## src/rtl/rc4_pkg.sv

```systemverilog
// Shared constants and types for the RC4 datapath: message geometry, the
// plaintext character set and the message-checker state encoding.
package rc4_pkg;

  localparam int MSG_LEN = 32;

  localparam logic [7:0] CHAR_SPACE = 8'h20;
  localparam logic [7:0] CHAR_LO    = 8'h61;
  localparam logic [7:0] CHAR_HI    = 8'h7A;

  typedef enum logic [1:0] {
    ST_IDLE,
    ST_WAIT,
    ST_CHECK,
    ST_DONE
  } msg_chk_state_t;

endpackage

```

## src/rtl/char_is_legal.sv

```systemverilog
// Combinational plaintext classifier: space or lowercase a..z is legal.
// Shared with the key-search early-abort logic.
module char_is_legal
  import rc4_pkg::*;
(
  input  logic [7:0] char_i,
  output logic       legal_o
);

  // Legal iff space or within the inclusive lowercase range.
  assign legal_o = (char_i == CHAR_SPACE) ||
                   ((char_i >= CHAR_LO) && (char_i <= CHAR_HI));

endmodule

```

## config.mk

```make
export PLATFORM = sky130hd
export DESIGN_NAME = char_is_legal
export DESIGN_NICKNAME = d
export VERILOG_FILES = /design/src/rtl/rc4_pkg.sv /design/src/rtl/char_is_legal.sv
export SDC_FILE = /design/constraint.sdc
export NUM_CORES = 1
export LEC_CHECK = 0
export CORE_AREA = 5 5 42 44
export DETAILED_ROUTE_END_ITERATION = 12
export DIE_AREA = 0 0 47 49
export PLACE_DENSITY = 0.31
export SYNTH_ARGS = -nofsm -noshare
export SYNTH_HDL_FRONTEND = slang
export SYNTH_SLANG_ARGS = --single-unit
```

## constraint.sdc

```tcl
create_clock -name vclk -period 1.2
set_clock_uncertainty 0.05 [all_clocks]
set_input_delay 0.24 -clock vclk [all_inputs]
set_output_delay 0.24 -clock vclk [all_outputs]
set_load 0.03 [all_outputs]
```

==> qor.yml, run 1 <==
grt_pass1_vias: 129
start_kind: "input port"
period_share_pct: 102
synthSimpleGateAreaFrac_pct: 71.7
first_pass_iters: 1
io_pins: 9
fin_ws_ns: -0.0239
yosys_warnings: 0
p_total_w: 0.0000551
antennaDiodeCount: 0
die_height_um: 49
fin_util_pct: 13.8
die_area_mm2: 0.00230
synth_top_area_share_pct: 34.8
postSynthCellCount: 9
synth-compound-area-share_pct: 28.3
slew-limit-headroom_pct: 88.0
via_per_inst: 3.09
layout_commonest_cell: "buf_2"
peakVddDrop_mv: 0.101
cp.arrival_ns: 0.93
syn_nets: 17
drc: 0
start_util_pct: 4.11
final_hold_viol_count: 0
crit_path_end_kind: "primary output"
cp.required_ns: 0.91
hold_path_class: "input port to primary output"
synthAdderAreaFrac_pct: 0
drive_gt1_share_pct: 88.9
synth.avg_cell_area_um2: 6.40
overflow: 0
p_int_w: 0.0000303
die_x_um: 47
vias: 105
postCtsSetupBuffers: 0
synth_top_family_by_area: "simple AND/OR/NAND/NOR gates"
p_comb_share_pct: 100.0
register_area_um2: 0
layout_common_cells: "5 x buf_2, 2 x nor3_4, 2 x buf_6"
num-clock-buffers: 0
fp.coreArea_mm2: 0.00140
cap_violations: 0
dpl.cell_count: 35
fin_cells: 34
fmax_ghz: 0.817
wirelength_um: 283
p_sw_w: 0.0000248
fin_crit_ns: 1.22
ant_nets: 0
syn-cell-area_um2: 57.6
slew_violations: 0
antenna_found_initial: 0
setup_violations: 1
place_hpwl_um: 240
wl_per_cell_um: 8.32
power_leakage_nw: 0.0732
power.density_mw_per_mm2: 286
worst_pin_slew_ns: 0.180
pwr-share-clk_pct: 0
port_buffers: 9
gp_routability_congestion: 0.581
synth_xor_area_share_pct: 0
n_sequential_cell: 0
grt_max_degree: 4
grt_usage_pct: 3.30
final_nets: 28
synthDistinctLibCells: 8
grt_pass1_wl_um: 607
rsz0062_at_grt: "yes"
postCtsHoldBufs: 0
yosysSeqAreaShare_pct: 0
worstPathMaxFanout: 2
syn_to_final_growth_pct: 235
pwr-share-seq_pct: 0
violations: "setup timing"
outcome: "complete, but fails checks"
worstSetupPathType: "input port to primary output"
synth.area.top_cells: "nor3_2 35%, and3_2 13%, nor2b_1 11%"
num_rows: 14
drt_first_iter_violations: 0
post-synth-top-area-cell: "nor3_2"
p_sw_share_pct: 45.0
synthMuxAreaShare_pct: 0
[power by group through the flow]
stage	Clock [W]	Sequential, W	Combinational (W)
finish	0	0	0.0000551
global route	0	0	0.0000609
CTS	0	0	0.0000542
detailed placement	0	0	0.0000496
global placement	0	0	0.0000490
floorplan	0	0	0.0000145
[synthesized netlist by cell type]
cell     n
a21oi_1  1
nor3_2   2
nand2_1  1
nor2_1   1
nor2b_1  1
and3_2   1
o21ai_0  1
o22ai_1  1
[worst paths after layout]
check,start,endpoint,cells past startpoint
min,char_i[7],legal_o,5
max,char_i[4],legal_o,5
[through the flow]
step                TNS [ns]  instance area, um^2  hold WS (ns)  setup slack, ns
global placement      -0.452                  179          1.28           -0.452
CTS                  -0.0335                  189         0.811          -0.0335
finish               -0.0239                  193         0.808          -0.0239
global route         -0.0942                  193         0.837          -0.0942
floorplan                  0                 63.8         0.656           0.0286
detailed placement    -0.477                  179          1.29           -0.477
[critical path: stages]
cell     delay [ns]
buf_8          0.10
nor3_4         0.19
o22ai_2        0.12
nor3_4         0.13
buf_6          0.15
[timing repair]
action / in CTS / in global routing
pin swaps: 5 / 0
gates resized for setup: 43 / 1
setup endpoints to repair: 1 / 1
[area by class of cell]
cell class | instances | area, um^2
multi-input combinational | 9 | 98.8
fill | 166 | 1210
timing repair buffer | 9 | 73.8
tap | 16 | 20.0
[logic make-up after synthesis]
logic type | count (synthesis)
and+or+nand+nor | 6
AOI/OAI and AO/OA | 3
[layer usage]
metal / share of wire (%) / track usage, %
met3: 19 / 0.738
met2: 29 / 4.30
met5: 0 / 0
met1: 52 / 5.68
met4: 0 / 0
No activity file was read; power rests on OpenSTA's default activity.
==> run 2, diff against run 1 <==
--- a/config.mk
+++ b/config.mk
@@ -5,9 +5,9 @@
 export SDC_FILE = /design/constraint.sdc
 export NUM_CORES = 1
 export LEC_CHECK = 0
-export CORE_AREA = 5 5 42 44
+export CORE_AREA = 2 2 39 41
 export DETAILED_ROUTE_END_ITERATION = 12
-export DIE_AREA = 0 0 47 49
+export DIE_AREA = 0 0 41 43
 export PLACE_DENSITY = 0.31
 export SYNTH_ARGS = -nofsm -noshare
 export SYNTH_HDL_FRONTEND = slang
==> run 2 against run 1 <==
The run still ends with setup timing left. First-iteration DRC count did not move. Routed wire length rose by 4.6%. Critical endpoint unchanged. Flip-flop and latch count did not move. Core utilization rose by 0.35 points.
==> qor.yml, run 2 (synthesized netlist as in run 1, its figures left out) <==
die_x_um: 41
fp.coreArea_mm2: 0.00138
register_area_um2: 0
fmax_ghz: 0.812
holdCritStartpoint: "char_i[7]"
worstPathMaxFanout: 2
fin_ws_ns: -0.0320
nFillCells: 157
rsz0062_at_grt: "yes"
drc: 0
antennaDiodeCount: 0
period_share_pct: 103
syn_to_final_growth_pct: 239
setup_violations: 1
wirelength_um: 296
path_cells: "buf_8, nor3_4, o22ai_2, nor3_4, buf_6"
min_to: "legal_o"
ant_nets: 0
drive_gt1_share_pct: 88.9
power_leakage_nw: 0.0740
hold_path_class: "input port to primary output"
first_pass_iters: 1
cap_violations: 0
cp.required_ns: 0.91
postCtsSetupBuffers: 0
drt_first_iter_violations: 0
violations: "setup timing"
layout_common_cells: "3 x clkbuf_2, 2 x nor3_4, 2 x buf_6, 2 x buf_2"
port_buffers: 9
fin_crit_ns: 1.23
slew-limit-headroom_pct: 87.7
antenna_found_initial: 0
crit_path_end_kind: "primary output"
io_pins: 9
wl_per_cell_um: 8.71
die_height_um: 43
grt_pass1_vias: 123
tns_ns: -0.0320
cp_common_cell: "nor3_4"
dp_slack_ns: -0.472
grt_pass1_wl_um: 545
num-clock-buffers: 0
gp_routability_congestion: 0.612
final_hold_viol_count: 0
power.density_mw_per_mm2: 294
cp.arrival_ns: 0.94
vias: 109
slowest_delay_ns: 0.20
peakVddDrop_mv: 0.0938
outcome: "complete, but fails checks"
worst_pin_slew_ns: 0.184
grt_max_degree: 4
layout_commonest_cell: "clkbuf_2"
worstSetupPathType: "input port to primary output"
start_kind: "input port"
final_nets: 28
die_area_mm2: 0.00176
via_per_inst: 3.21
grt_usage_pct: 4.10
crit_slowest_cell: "nor3_4"
hold_path_depth: 5
n_sequential_cell: 0
num_rows: 14
slew_violations: 0
start_util_pct: 4.16
overflow: 0
## run 2: cell count changes in the layout (fill, tap and decap cells not counted), sizes merged
| cell | previous run | this run |
|---|---|---|
| buf | 8 | 5 |
| clkbuf | 0 | 3 |
## run 2: through the flow
stage	utilization, %	std cells	total power, W	area, um^2	hold WS (ns)
3_5_place_dp	12.9	35	0.0000501	179	1.29
6_report	14.1	34	0.0000573	195	0.818
3_3_place_gp	12.9	35	0.0000491	179	1.28
4_1_cts	15.0	34	0.0000576	208	0.897
5_1_grt	14.1	34	0.0000622	195	0.848
2_1_floorplan	-	9	0.0000145	63.8	0.656
## run 2: how the worst max path moves through the flow
stage	start	end	slack, ns
2_1_floorplan	char_i[1]	legal_o	0.03
3_3_place_gp	char_i[0]	legal_o	-0.45
3_5_place_dp	char_i[1]	legal_o	-0.47
4_1_cts	char_i[4]	legal_o	-0.09
5_1_grt	char_i[4]	legal_o	-0.08
6_report	char_i[4]	legal_o	-0.03
## run 2: metal layers
metal	track usage (%)	vias up	wire length, um
met5	0	-	0
met4	0	0	0
met3	0.524	0	39
met2	5.94	9	104
met1	6.69	48	152
li1	-	52	-
## run 2: timing repair
action	CTS	global route
hold buffers	0	0
pin swaps	6	2
hold endpoints to repair	0	0
endpoints found under the setup margin	1	1
resized for setup	35	8
## run 2: report_power, final
group | total, W | internal (W) | switching (W) | leakage, nW
Combinational | 0.0000573 | 0.0000303 | 0.0000271 | 0.0740
Sequential | 0 | 0 | 0 | 0
Clock | 0 | 0 | 0 | 0
## run 2: layout make-up
| cell class | instances | area [um^2] | area share (%) |
|---|---|---|---|
| multi-input combinational | 9 | 103 | 52.6 |
| tap | 16 | 20.0 | 10.3 |
| timing repair buffer | 9 | 72.6 | 37.2 |
## run 2: worst max-delay path: cells and delay by family
| kind | cells | cell delay (ns) |
|---|---|---|
| buffers and inverters | 2 | 0.25 |
| AO/OA/AOI/OAI | 1 | 0.13 |
| AND/OR/NAND/NOR | 2 | 0.32 |
==> run 3, diff against run 2 <==
==> constraint.sdc (replaced) <==
create_clock -name vclk -period 1.42
set_clock_uncertainty 0.05 [all_clocks]
set_input_delay 0.284 -clock vclk [all_inputs]
set_output_delay 0.284 -clock vclk [all_outputs]
set_load 0.03 [all_outputs]
==> run 3 against run 2 <==
The flow now finishes without violations. Core utilization shrank 2.8 points. First-iteration DRC count grew 1. Die area is the same. Global-route usage shrank 1.7 points. Setup slack gained 0.061 ns. Critical path type unchanged. Critical endpoint unchanged.
==> qor.yml, run 3 (synthesized netlist as in run 1, its figures left out) <==
outcome: "complete, no violations"
cp.required_ns: 1.09
power_leakage_nw: 0.0599
grt_max_degree: 4
p_total_w: 0.0000343
cp.arrival_ns: 1.06
fp.coreArea_mm2: 0.00138
vias: 103
final_nets: 28
slew-limit-headroom_pct: 87.9
port_buffers: 9
worstPathMaxFanout: 2
antennaDiodeCount: 0
postCtsSetupBuffers: 0
die_height_um: 43
drt_first_iter_violations: 1
drive_gt1_share_pct: 61.1
power.density_mw_per_mm2: 219
grt_usage_pct: 2.40
hold_path_class: "input port to primary output"
num-clock-buffers: 0
die_x_um: 41
period_share_pct: 98.0
n_sequential_cell: 0
overflow: 0
start_kind: "input port"
layout_commonest_cell: "buf_2"
final_hold_viol_count: 0
grt_pass1_wl_um: 317
register_area_um2: 0
via_per_inst: 3.03
die_area_mm2: 0.00176
postCtsHoldBufs: 0
syn_to_final_growth_pct: 172
peakVddDrop_mv: 0.0632
layout_common_cells: "3 x buf_2, 2 x nor3_2, 2 x clkdlybuf4s15_1"
cap_violations: 0
drc: 0
grt_pass1_vias: 87
ant_nets: 0
start_util_pct: 4.16
worst_pin_slew_ns: 0.182
setup_violations: 0
fin_crit_ns: 1.39
slew_violations: 0
worstSetupPathType: "input port to primary output"
io_pins: 9
fin_util_pct: 11.3
crit_path_end_kind: "primary output"
nFillCells: 158
gp_routability_congestion: 0.575
num_rows: 14
fmax_ghz: 0.719
wirelength_um: 256
wl_per_cell_um: 7.53
first_pass_iters: 2
antenna_found_initial: 0
-- run 3: area by class of cell --
type	instances	area, um^2	area share (%)
Multi-Input combinational cell	9	68.8	44.0
Tap cell	16	20.0	12.8
Timing Repair Buffer	9	67.6	43.2
-- run 3: metrics by stage --
stage	hold slack (ns)	setup TNS, ns	area, um^2	setup slack (ns)	instances
after floorplan	0.711	0	57.6	0.0777	9
after global routing	1.04	-0.00490	156	-0.00490	34
after global placement	1.30	-0.307	165	-0.307	34
after CTS	1.04	0	154	0.00308	34
final	1.00	0	156	0.0288	34
after detailed placement	1.30	-0.320	165	-0.320	34
-- run 3: power breakdown --
| part | switching (W) | leakage, nW | internal [W] | total (W) |
|---|---|---|---|---|
| sequential | 0 | 0 | 0 | 0 |
| clock | 0 | 0 | 0 | 0 |
| combinational | 0.0000159 | 0.0599 | 0.0000184 | 0.0000343 |
-- run 3: per-layer routing --
layer / vias up / share of wire [%] / global-route usage (%)
met2: 9 / 31 / 2.50
met4: 0 / 0 / 0
li1: 52 / - / -
met5: - / 0 / 0
met3: 0 / 14 / 0.524
met1: 42 / 55 / 4.75
-- run 3: path summary, 6_finish.rpt --
| path | startpoint | endpoint | depth (start not counted) |
|---|---|---|---|
| setup / recovery | char_i[4] | legal_o | 5 |
| hold / removal | char_i[7] | legal_o | 5 |
-- run 3: critical path: stages --
cell and delay (ns):
buf_2 0.12, nor3_2 0.20, o22ai_1 0.11, nor3_2 0.17, buf_4 0.18
-- run 3: what timing repair did --
action	CTS	global route
pin swaps	4	4
resized for setup	20	7
endpoints found under the setup margin	1	1
